File: src/rtl/multicycle_controller_if.sv
// Control bundle between the multicycle controller and its datapath.
// The controller takes the master side; the datapath (or a bench) takes the slave side.
interface multicycle_controller_if #(
    parameter int CNT_W = 32
);
    logic [31:0]      IReg_out;
    logic             zero;
    logic             PCWrite;
    logic             PCWriteCond;
    logic             IorD;
    logic             MemRead;
    logic             MemWrite;
    logic             IRWrite;
    logic             MemtoReg;
    logic             ALUSrcA;
    logic             RegWrite;
    logic             RegDst;
    logic [1:0]       PCSource;
    logic [1:0]       ALUSrcB;
    logic [3:0]       ALUOp;
    logic             halted;
    logic             illegal;
    logic [CNT_W-1:0] instr_count;

    modport master (
        input  IReg_out, zero,
        output PCWrite, PCWriteCond, IorD, MemRead, MemWrite, IRWrite,
               MemtoReg, ALUSrcA, RegWrite, RegDst, PCSource, ALUSrcB,
               ALUOp, halted, illegal, instr_count
    );

    modport slave (
        output IReg_out, zero,
        input  PCWrite, PCWriteCond, IorD, MemRead, MemWrite, IRWrite,
               MemtoReg, ALUSrcA, RegWrite, RegDst, PCSource, ALUSrcB,
               ALUOp, halted, illegal, instr_count
    );
endinterface

File: src/rtl/multicycle_controller.sv
// Moore FSM sequencing the multicycle CPU datapath, with halt status and retired-instruction count.
// Define CTRL_ILLEGAL_TRAP_EN to trap illegal opcodes into HALT; otherwise they retire as NOP.
module multicycle_controller #(
    parameter int CNT_W = 32
) (
    input  logic                    clk,
    input  logic                    reset,
    multicycle_controller_if.master bus
);

    // state  | meaning
    // RST    | post-reset idle cycle          FETCH  | read instr, PC += 1
    // DECODE | branch target into ALUOut      EXEC_R | reg-reg ALU op
    // EXEC_I | reg-imm ALU op                 ALU_WB | write ALU result
    // MEM_RD | load read                      MEM_WB | write load data
    // MEM_WR | store write                    BRANCH | compare, cond PC write
    // JUMP   | PC <= jump target              HALT   | parked until reset
    typedef enum logic [3:0] {
        ST_RST,
        ST_FETCH,
        ST_DECODE,
        ST_EXEC_R,
        ST_EXEC_I,
        ST_ALU_WB,
        ST_MEM_RD,
        ST_MEM_WB,
        ST_MEM_WR,
        ST_BRANCH,
        ST_JUMP,
        ST_HALT
    } state_t;

    localparam logic [5:0] OP_NOP  = 6'b000000;
    localparam logic [5:0] OP_RALU = 6'b000001;
    localparam logic [5:0] OP_ADDI = 6'b000010;
    localparam logic [5:0] OP_ORI  = 6'b000011;
    localparam logic [5:0] OP_LW   = 6'b000100;
    localparam logic [5:0] OP_SW   = 6'b000101;
    localparam logic [5:0] OP_BEQ  = 6'b000110;
    localparam logic [5:0] OP_J    = 6'b000111;
    localparam logic [5:0] OP_HALT = 6'b111111;

    localparam logic [3:0] ALU_ADD = 4'b0000;
    localparam logic [3:0] ALU_SUB = 4'b0001;
    localparam logic [3:0] ALU_OR  = 4'b0011;

    localparam logic [1:0] SRCB_REG  = 2'b00;
    localparam logic [1:0] SRCB_ONE  = 2'b01;
    localparam logic [1:0] SRCB_SEXT = 2'b10;
    localparam logic [1:0] SRCB_ZEXT = 2'b11;

    localparam logic [1:0] PCSRC_ALU  = 2'b00;
    localparam logic [1:0] PCSRC_OUT  = 2'b01;
    localparam logic [1:0] PCSRC_JUMP = 2'b10;

    state_t           state;
    state_t           state_nxt;
    logic [CNT_W-1:0] count;
    logic             count_en;
    logic [5:0]       opcode;
    logic [3:0]       funct;

    logic             pc_write;
    logic             pc_write_cond;
    logic             mem_read;
    logic             mem_write;
    logic             ir_write;
    logic             mem_to_reg;
    logic             alu_src_a;
    logic             reg_write;
    logic [1:0]       pc_source;
    logic [1:0]       alu_src_b;
    logic [3:0]       alu_op;
    logic             halt_flag;

    assign opcode = bus.IReg_out[31:26];
    assign funct  = bus.IReg_out[3:0];

    // The controller is purely Moore on the branch flag; the datapath samples zero itself.
    logic unused_inputs;
    assign unused_inputs = ^{bus.IReg_out[25:4], bus.zero};

`ifdef CTRL_ILLEGAL_TRAP_EN
    logic illegal_set;
    logic illegal_q;
`endif

    always_ff @(posedge clk) begin
        if (reset) begin
            state <= ST_RST;
            count <= '0;
        end else begin
            state <= state_nxt;
            if (count_en) begin
                count <= count + CNT_W'(1);
            end
        end
    end

`ifdef CTRL_ILLEGAL_TRAP_EN
    always_ff @(posedge clk) begin
        if (reset) begin
            illegal_q <= 1'b0;
        end else if (illegal_set) begin
            illegal_q <= 1'b1;
        end
    end
`endif

    always_comb begin
        state_nxt     = state;
        count_en      = 1'b0;
        pc_write      = 1'b0;
        pc_write_cond = 1'b0;
        mem_read      = 1'b0;
        mem_write     = 1'b0;
        ir_write      = 1'b0;
        mem_to_reg    = 1'b0;
        alu_src_a     = 1'b0;
        reg_write     = 1'b0;
        pc_source     = PCSRC_ALU;
        alu_src_b     = SRCB_REG;
        alu_op        = ALU_ADD;
        halt_flag     = 1'b0;
`ifdef CTRL_ILLEGAL_TRAP_EN
        illegal_set   = 1'b0;
`endif

        case (state)
            ST_RST: begin
                state_nxt = ST_FETCH;
            end
            ST_FETCH: begin
                mem_read  = 1'b1;
                ir_write  = 1'b1;
                alu_src_b = SRCB_ONE;
                pc_write  = 1'b1;
                state_nxt = ST_DECODE;
            end
            ST_DECODE: begin
                alu_src_b = SRCB_SEXT;
                case (opcode)
                    OP_NOP: begin
                        state_nxt = ST_FETCH;
                        count_en  = 1'b1;
                    end
                    OP_RALU:        state_nxt = ST_EXEC_R;
                    OP_ADDI, OP_ORI: state_nxt = ST_EXEC_I;
                    OP_LW:          state_nxt = ST_MEM_RD;
                    OP_SW:          state_nxt = ST_MEM_WR;
                    OP_BEQ:         state_nxt = ST_BRANCH;
                    OP_J:           state_nxt = ST_JUMP;
                    OP_HALT: begin
                        state_nxt = ST_HALT;
                        count_en  = 1'b1;
                    end
                    default: begin
`ifdef CTRL_ILLEGAL_TRAP_EN
                        state_nxt   = ST_HALT;
                        illegal_set = 1'b1;
`else
                        state_nxt   = ST_FETCH;
                        count_en    = 1'b1;
`endif
                    end
                endcase
            end
            ST_EXEC_R: begin
                alu_src_a = 1'b1;
                alu_src_b = SRCB_REG;
                alu_op    = funct;
                state_nxt = ST_ALU_WB;
            end
            ST_EXEC_I: begin
                alu_src_a = 1'b1;
                if (opcode == OP_ORI) begin
                    alu_src_b = SRCB_ZEXT;
                    alu_op    = ALU_OR;
                end else begin
                    alu_src_b = SRCB_SEXT;
                    alu_op    = ALU_ADD;
                end
                state_nxt = ST_ALU_WB;
            end
            ST_ALU_WB: begin
                reg_write = 1'b1;
                state_nxt = ST_FETCH;
                count_en  = 1'b1;
            end
            ST_MEM_RD: begin
                mem_read  = 1'b1;
                state_nxt = ST_MEM_WB;
            end
            ST_MEM_WB: begin
                reg_write  = 1'b1;
                mem_to_reg = 1'b1;
                state_nxt  = ST_FETCH;
                count_en   = 1'b1;
            end
            ST_MEM_WR: begin
                mem_write = 1'b1;
                state_nxt = ST_FETCH;
                count_en  = 1'b1;
            end
            ST_BRANCH: begin
                alu_src_a     = 1'b1;
                alu_src_b     = SRCB_REG;
                alu_op        = ALU_SUB;
                pc_write_cond = 1'b1;
                pc_source     = PCSRC_OUT;
                state_nxt     = ST_FETCH;
                count_en      = 1'b1;
            end
            ST_JUMP: begin
                pc_write  = 1'b1;
                pc_source = PCSRC_JUMP;
                state_nxt = ST_FETCH;
                count_en  = 1'b1;
            end
            ST_HALT: begin
                halt_flag = 1'b1;
                state_nxt = ST_HALT;
            end
            default: begin
                state_nxt = ST_RST;
            end
        endcase
    end

    assign bus.PCWrite     = pc_write;
    assign bus.PCWriteCond = pc_write_cond;
    assign bus.IorD        = 1'b0;
    assign bus.MemRead     = mem_read;
    assign bus.MemWrite    = mem_write;
    assign bus.IRWrite     = ir_write;
    assign bus.MemtoReg    = mem_to_reg;
    assign bus.ALUSrcA     = alu_src_a;
    assign bus.RegWrite    = reg_write;
    assign bus.RegDst      = 1'b0;
    assign bus.PCSource    = pc_source;
    assign bus.ALUSrcB     = alu_src_b;
    assign bus.ALUOp       = alu_op;
    assign bus.halted      = halt_flag;
    assign bus.instr_count = count;
`ifdef CTRL_ILLEGAL_TRAP_EN
    assign bus.illegal     = illegal_q;
`else
    assign bus.illegal     = 1'b0;
`endif

endmodule

File: src/flat_wrapper.sv
// flat-port wrapper written by rule: the top's interface ports become plain ports
module multicycle_controller_flat 
#(
    parameter int CNT_W = 32
)
  (clk, reset, bus_IReg_out, bus_zero, bus_PCWrite, bus_PCWriteCond, bus_IorD, bus_MemRead, bus_MemWrite, bus_IRWrite, bus_MemtoReg, bus_ALUSrcA, bus_RegWrite, bus_RegDst, bus_PCSource, bus_ALUSrcB, bus_ALUOp, bus_halted, bus_illegal, bus_instr_count);
  multicycle_controller_if #(.CNT_W(CNT_W)) bus_i ();
  input  logic clk;
  input  logic reset;
  input wire logic [$bits(bus_i.IReg_out)-1:0] bus_IReg_out;
  input wire logic [$bits(bus_i.zero)-1:0] bus_zero;
  output wire logic [$bits(bus_i.PCWrite)-1:0] bus_PCWrite;
  output wire logic [$bits(bus_i.PCWriteCond)-1:0] bus_PCWriteCond;
  output wire logic [$bits(bus_i.IorD)-1:0] bus_IorD;
  output wire logic [$bits(bus_i.MemRead)-1:0] bus_MemRead;
  output wire logic [$bits(bus_i.MemWrite)-1:0] bus_MemWrite;
  output wire logic [$bits(bus_i.IRWrite)-1:0] bus_IRWrite;
  output wire logic [$bits(bus_i.MemtoReg)-1:0] bus_MemtoReg;
  output wire logic [$bits(bus_i.ALUSrcA)-1:0] bus_ALUSrcA;
  output wire logic [$bits(bus_i.RegWrite)-1:0] bus_RegWrite;
  output wire logic [$bits(bus_i.RegDst)-1:0] bus_RegDst;
  output wire logic [$bits(bus_i.PCSource)-1:0] bus_PCSource;
  output wire logic [$bits(bus_i.ALUSrcB)-1:0] bus_ALUSrcB;
  output wire logic [$bits(bus_i.ALUOp)-1:0] bus_ALUOp;
  output wire logic [$bits(bus_i.halted)-1:0] bus_halted;
  output wire logic [$bits(bus_i.illegal)-1:0] bus_illegal;
  output wire logic [$bits(bus_i.instr_count)-1:0] bus_instr_count;
  assign bus_i.IReg_out = bus_IReg_out;
  assign bus_i.zero = bus_zero;
  assign bus_PCWrite = bus_i.PCWrite;
  assign bus_PCWriteCond = bus_i.PCWriteCond;
  assign bus_IorD = bus_i.IorD;
  assign bus_MemRead = bus_i.MemRead;
  assign bus_MemWrite = bus_i.MemWrite;
  assign bus_IRWrite = bus_i.IRWrite;
  assign bus_MemtoReg = bus_i.MemtoReg;
  assign bus_ALUSrcA = bus_i.ALUSrcA;
  assign bus_RegWrite = bus_i.RegWrite;
  assign bus_RegDst = bus_i.RegDst;
  assign bus_PCSource = bus_i.PCSource;
  assign bus_ALUSrcB = bus_i.ALUSrcB;
  assign bus_ALUOp = bus_i.ALUOp;
  assign bus_halted = bus_i.halted;
  assign bus_illegal = bus_i.illegal;
  assign bus_instr_count = bus_i.instr_count;
  multicycle_controller #(.CNT_W(CNT_W)) u_core (.clk(clk), .reset(reset), .bus(bus_i));
endmodule
File: config.mk
export PLATFORM = sky130hd
export DESIGN_NAME = multicycle_controller_flat
export DESIGN_NICKNAME = d
export VERILOG_FILES = /design/src/rtl/multicycle_controller_if.sv /design/src/rtl/multicycle_controller.sv /design/src/flat_wrapper.sv
export SDC_FILE = /design/constraint.sdc
export NUM_CORES = 1
export LEC_CHECK = 0
export BUFFER_PORTS_ARGS = -buffer_cell sky130_fd_sc_hd__buf_2
export CORE_MARGIN = 2
export CORE_UTILIZATION = 34
export DETAILED_ROUTE_END_ITERATION = 7
export PLACE_DENSITY_LB_ADDON = 0.05
export SYNTH_ARGS = -nofsm -noshare
export SYNTH_HDL_FRONTEND = slang
export SYNTH_SLANG_ARGS = --single-unit
File: constraint.sdc
create_clock -name clk -period 2.52 [get_ports clk]
set_input_delay 0.252 -clock clk [delete_from_list [all_inputs] [get_ports clk]]
set_output_delay 0.252 -clock clk [all_outputs]
set_load 0.03 [all_outputs]
# Word level (Yosys, flattened, before mapping)
# Cells that the tools add are included.
# word_totals
regBits,36
output_inout_bits,52
# op_classes
n_addsub,1
eq_ne,19
mux,18
reduce_logical,10
# ops
cell,count
adder 32 x 1 -> 32 bit (second input constant),1
one-hot mux 4 bit (7 select lines),1
== test 6 x 3 -> 1 bit (second input constant),4
one-hot mux 4 bit (6 select lines),1
== test 4 x 3 -> 1 bit (second input constant),4
== test 4 bit (second input constant),4
== test 6 x 2 -> 1 bit (second input constant),2
one-hot mux 4 bit (3 select lines),1
2-to-1 mux 1 bit,11
OR reduction 2 bit,5
== test 4 x 2 -> 1 bit (second input constant),2
OR reduction 7 bit,1
== test 6 x 1 -> 1 bit (second input constant),1
== test 6 bit (second input constant),1
one-hot mux 2 bit (3 select lines),1
OR reduction 6 bit,1
OR reduction 5 bit,1
== test 4 x 1 -> 1 bit (second input constant),1
zero test 4 bit,1
one-hot mux 2 bit (2 select lines),1
OR reduction 3 bit,1
2-to-1 mux 2 bit,1
one-hot mux 1 bit (2 select lines),1

# Longest topological paths before layout
# depth
word_depth,4
ltp_mapped,7

# Least setup slack after synthesis
# No wires, ideal clock.
# synth_timing
kind,reg2out
from,reg u_core.state[3]
to,out bus_ALUSrcB[0]
arrival_time_ns,1.802
t_required_ns,2.268
setup_slack_ns,0.466
stages_incl_launch_ff,6
n_path_buf,1
path_cell_list,dfxtp_1 -> clkbuf_1 -> nand2b_1 -> or3_1 -> or4b_1 -> nand2_1
# synth_via
elab_chain_cells,2
elab_cells_between_ends,4
# synth_rtl
item,line_no,text
start: declaration,multicycle_controller.sv:56,state_t state;
start signal: assignment,multicycle_controller.sv:93,state <= state_nxt;
== test 4 x 3 -> 1 bit (tied with other cells),multicycle_controller.sv:129,case (state)
one-hot mux 2 bit (3 select lines) (*),multicycle_controller.sv:129,
end: declaration,flat_wrapper.sv:23,output wire logic [$bits(bus_i.ALUSrcB)-1:0] bus_ALUSrcB;
# Mark *: on every way between the ends. The rest lies on a longest branch, timed or not.

# Worst setup path in the final report
# Same ends and word-level chain as after synthesis.

==> out/metrics.csv <==
stage,metric,value,unit
floorplan,ios,87,
timing,period_minus_slack,2403,ps
placed_design,hpwl,4236,µm
drt,dr.first_iter.drc_count,60,
global_routing,grt-ovfl-total,0,
setup_path,path_class,register to output port,
pwr,p_switching,322.0,µW
floorplan,dieArea,6994,µm²
timing,fmax,0.4161,GHz
drt,via_per_inst,5.355,
pwr,power_density,440.0,nW/µm²
drt,dr.pass1.iters,4,
cells_and_area,syn_to_final_growth,22.17,%
timing,finalSetupTns,0,ps
setup_path,cp_max_fo,7,
setup_path,r2r-start,u_core.state[2]$_SDFF_PP0_,
drt,routed_wl,5675,µm
drt,antenna_left,0,
setup_path,critical_path.startpoint,u_core.state[3]$_SDFF_PP0_,
synth,ys_seq_area_share,33.43,%
drt,vias,2142,
global_routing,grt_pass1_vias,1936,
synth,syn-cell-area,2156,µm²
timing,skew,4.013,ps
cts,clock_latency,290,ps
pwr,p_leak,1.100,nW
timing,rsz0062_at_grt,no,
setup_path,cp.arrival,2150,ps
timing,setup_viol,0,
setup_path,crit_path_end_kind,output port,
synth,avgSynthCellArea,8.228,µm²
synth,synth.most_common_cell,dfxtp_1,
synth,synth_top_area_share,33.43,%
cts,postCtsSetupRepairBufs,0,
pwr,intPower,836.9,µW
pwr,seqPwrFrac,50.7,%
synth,synthDistinctLibCells,49,
pwr,p_clk_share,37.4,%
floorplan,rows,29,
synth,synth_edf_count,0,
cts,cts_tree,done,
drt,post_drt_wl_per_cell,14.19,µm
synth,yosysTopAreaCell,dfxtp_1,
synth,yosys-top-cells-area,"dfxtp_1, nor2_1, xnor2_1, xor2_1, nand2_1",
timing,min_period_over_period,95.36,%
cts,clkSinkCount,36,
timing,slew_headroom,47.76,%
cells_and_area,postLayoutCoreUtil,42.20,%
min_path,worstHoldStart,bus_IReg_out[28],
floorplan,core_area,6241,µm²
synth,async_reset_ff_share,0,%
timing,slew_violations,0,
pwr,power_frac_comb,11.9,%
global_routing,antenna_found_initial,0,
pwr,vdd_drop_max,0.1798,mV
cells_and_area,stdcell_count,400,
floorplan,die_w,83.63,µm
run_status,outcome,"complete, no violations",
placed_design,place.gp.congestion,0.7587,
min_path,hold-path-cell-count,3,
synth,syn_inst,262,
synth,synth-seq-cells,36,
cts,cts.htree.levels,2,
setup_path,critPathLaunchType,register,
drt,drcViolationCount,0,
global_routing,grtUsageTotal,16.54,%
cts,cts_root_buffer,clkbuf_8,
cells_and_area,nets,358,
global_routing,grt_max_degree,26,
synth,synth_common_cells,"dfxtp_1, nor2_1, nand2_1",
synth,yosysWarnings,0,
cts,clk_pin_slew,70,ps
pwr,swShare,27.78,%
job,drv_cap,0,
timing,holdWs,346.7,ps
timing,hold_viol,0,
placed_design,port_buffers,60,
placed_design,dp.cells,392,
cells_and_area,drive_gt1_share,28.17,%
floorplan,initial_core_util,34.54,%
floorplan,die-height,83.63,µm
cells_and_area,diodes,0,
setup_path,crit_required,2270,ps
cts,numCtsBuffers,5,
timing,worst_slew_pin_slew,778.4,ps
setup_path,rr_worst_depth,5,
min_path,hold_class,input port to register,
synth,synth_ff_type,dfxtp_1,
cts,ctsLongestPathBuffers,2,
global_routing,grt_first_pass_wirelength,9480,µm
## path summary, 6_finish.rpt
kind              slack (ps)                                       to
hold reg to reg          490  u_core.bus.instr_count[30]$_SDFFE_PP0P_
setup / recovery         120                           bus_ALUSrcB[0]
hold / removal           350               u_core.state[3]$_SDFF_PP0_
setup reg to reg         340  u_core.bus.instr_count[18]$_SDFFE_PP0P_
## state kept, by name, summed over array words and instances (netlist names)
| signal | cells |
|---|---|
| u_core.bus.instr_count | 32 |
| u_core.state | 4 |
## kinds of logic after synthesis
family                     after synthesis  synth area share, %
muxes                                    4                2.031
other                                    1               0.1739
and+or+nand+nor                        118                30.53
adders and majority gates                1               0.5803
buffers and inverters                   24                5.745
AOI/OAI and AO/OA                       58                19.38
xor gates and xnor gates                20                8.125
DFF                                     36                33.43
## worst max-delay path, stage by stage (launching register included)
cell and delay, ps:
dfxtp_2 370, buf_4 170, nand2b_1 150, or3_1 370, or4b_4 540, nand2_1 90
clkbuf_4 180
## area by class of cell
cell class / instances / area (µm²)
Fill cell: 672 / 3607
Multi-Input combinational cell: 204 / 1323
Sequential cell: 36 / 721.9
Timing Repair Buffer: 71 / 385.4
Tap cell: 77 / 96.34
Clock buffer: 6 / 82.58
Inverter: 4 / 15.01
Clock inverter: 2 / 10.01
## power groups by stage
stage / sequential [mW] / clock (mW) / combinational [mW]
final: 0.587 / 0.433 / 0.138
after global routing: 0.589 / 0.475 / 0.151
after floorplan: 0.596 / 0 / 0.106
after global placement: 0.601 / 0 / 0.138
after detailed placement: 0.601 / 0 / 0.139
after CTS: 0.587 / 0.449 / 0.139
## cell usage in the layout, fill, tap and decap left out, drive strengths merged, types with 5 or more instances in the layout
cell,Yosys,layout
nand3,13,13
o2111ai,7,7
and4,8,8
clkbuf,9,7
a211oi,6,6
nand2,21,21
xnor2,10,10
nor2,29,29
o21ai,9,9
o31ai,6,6
a21oi,16,16
dfxtp,36,36
buf,11,70
nand4,5,5
xor2,10,10
nor3,9,9
or3,5,5
or4,5,5
## metal layers
metal	share of wire, %	global-route usage [%]	routed length [µm]
met5	0	0	0
met4	1.2	5.132	70
met2	47	26.98	2687
met1	47	21.96	2695
met3	3.9	3.363	223
## through the flow
stage	power (mW)	worst slack [ps]	cell area, µm²
3_3_place_gp	0.7390	321.4	2534
5_1_grt	1.216	17.39	2634
3_5_place_dp	0.7398	314.7	2534
2_1_floorplan	0.7013	465.7	2163
6_report	1.159	117.0	2634
4_1_cts	1.176	53.04	2628
## what timing repair did
action	CTS	global route
gates cloned	0	0
resized for setup	1	2
setup endpoints to repair	1	3
hold buffers	0	0
(Power assumes the default switching activity.)
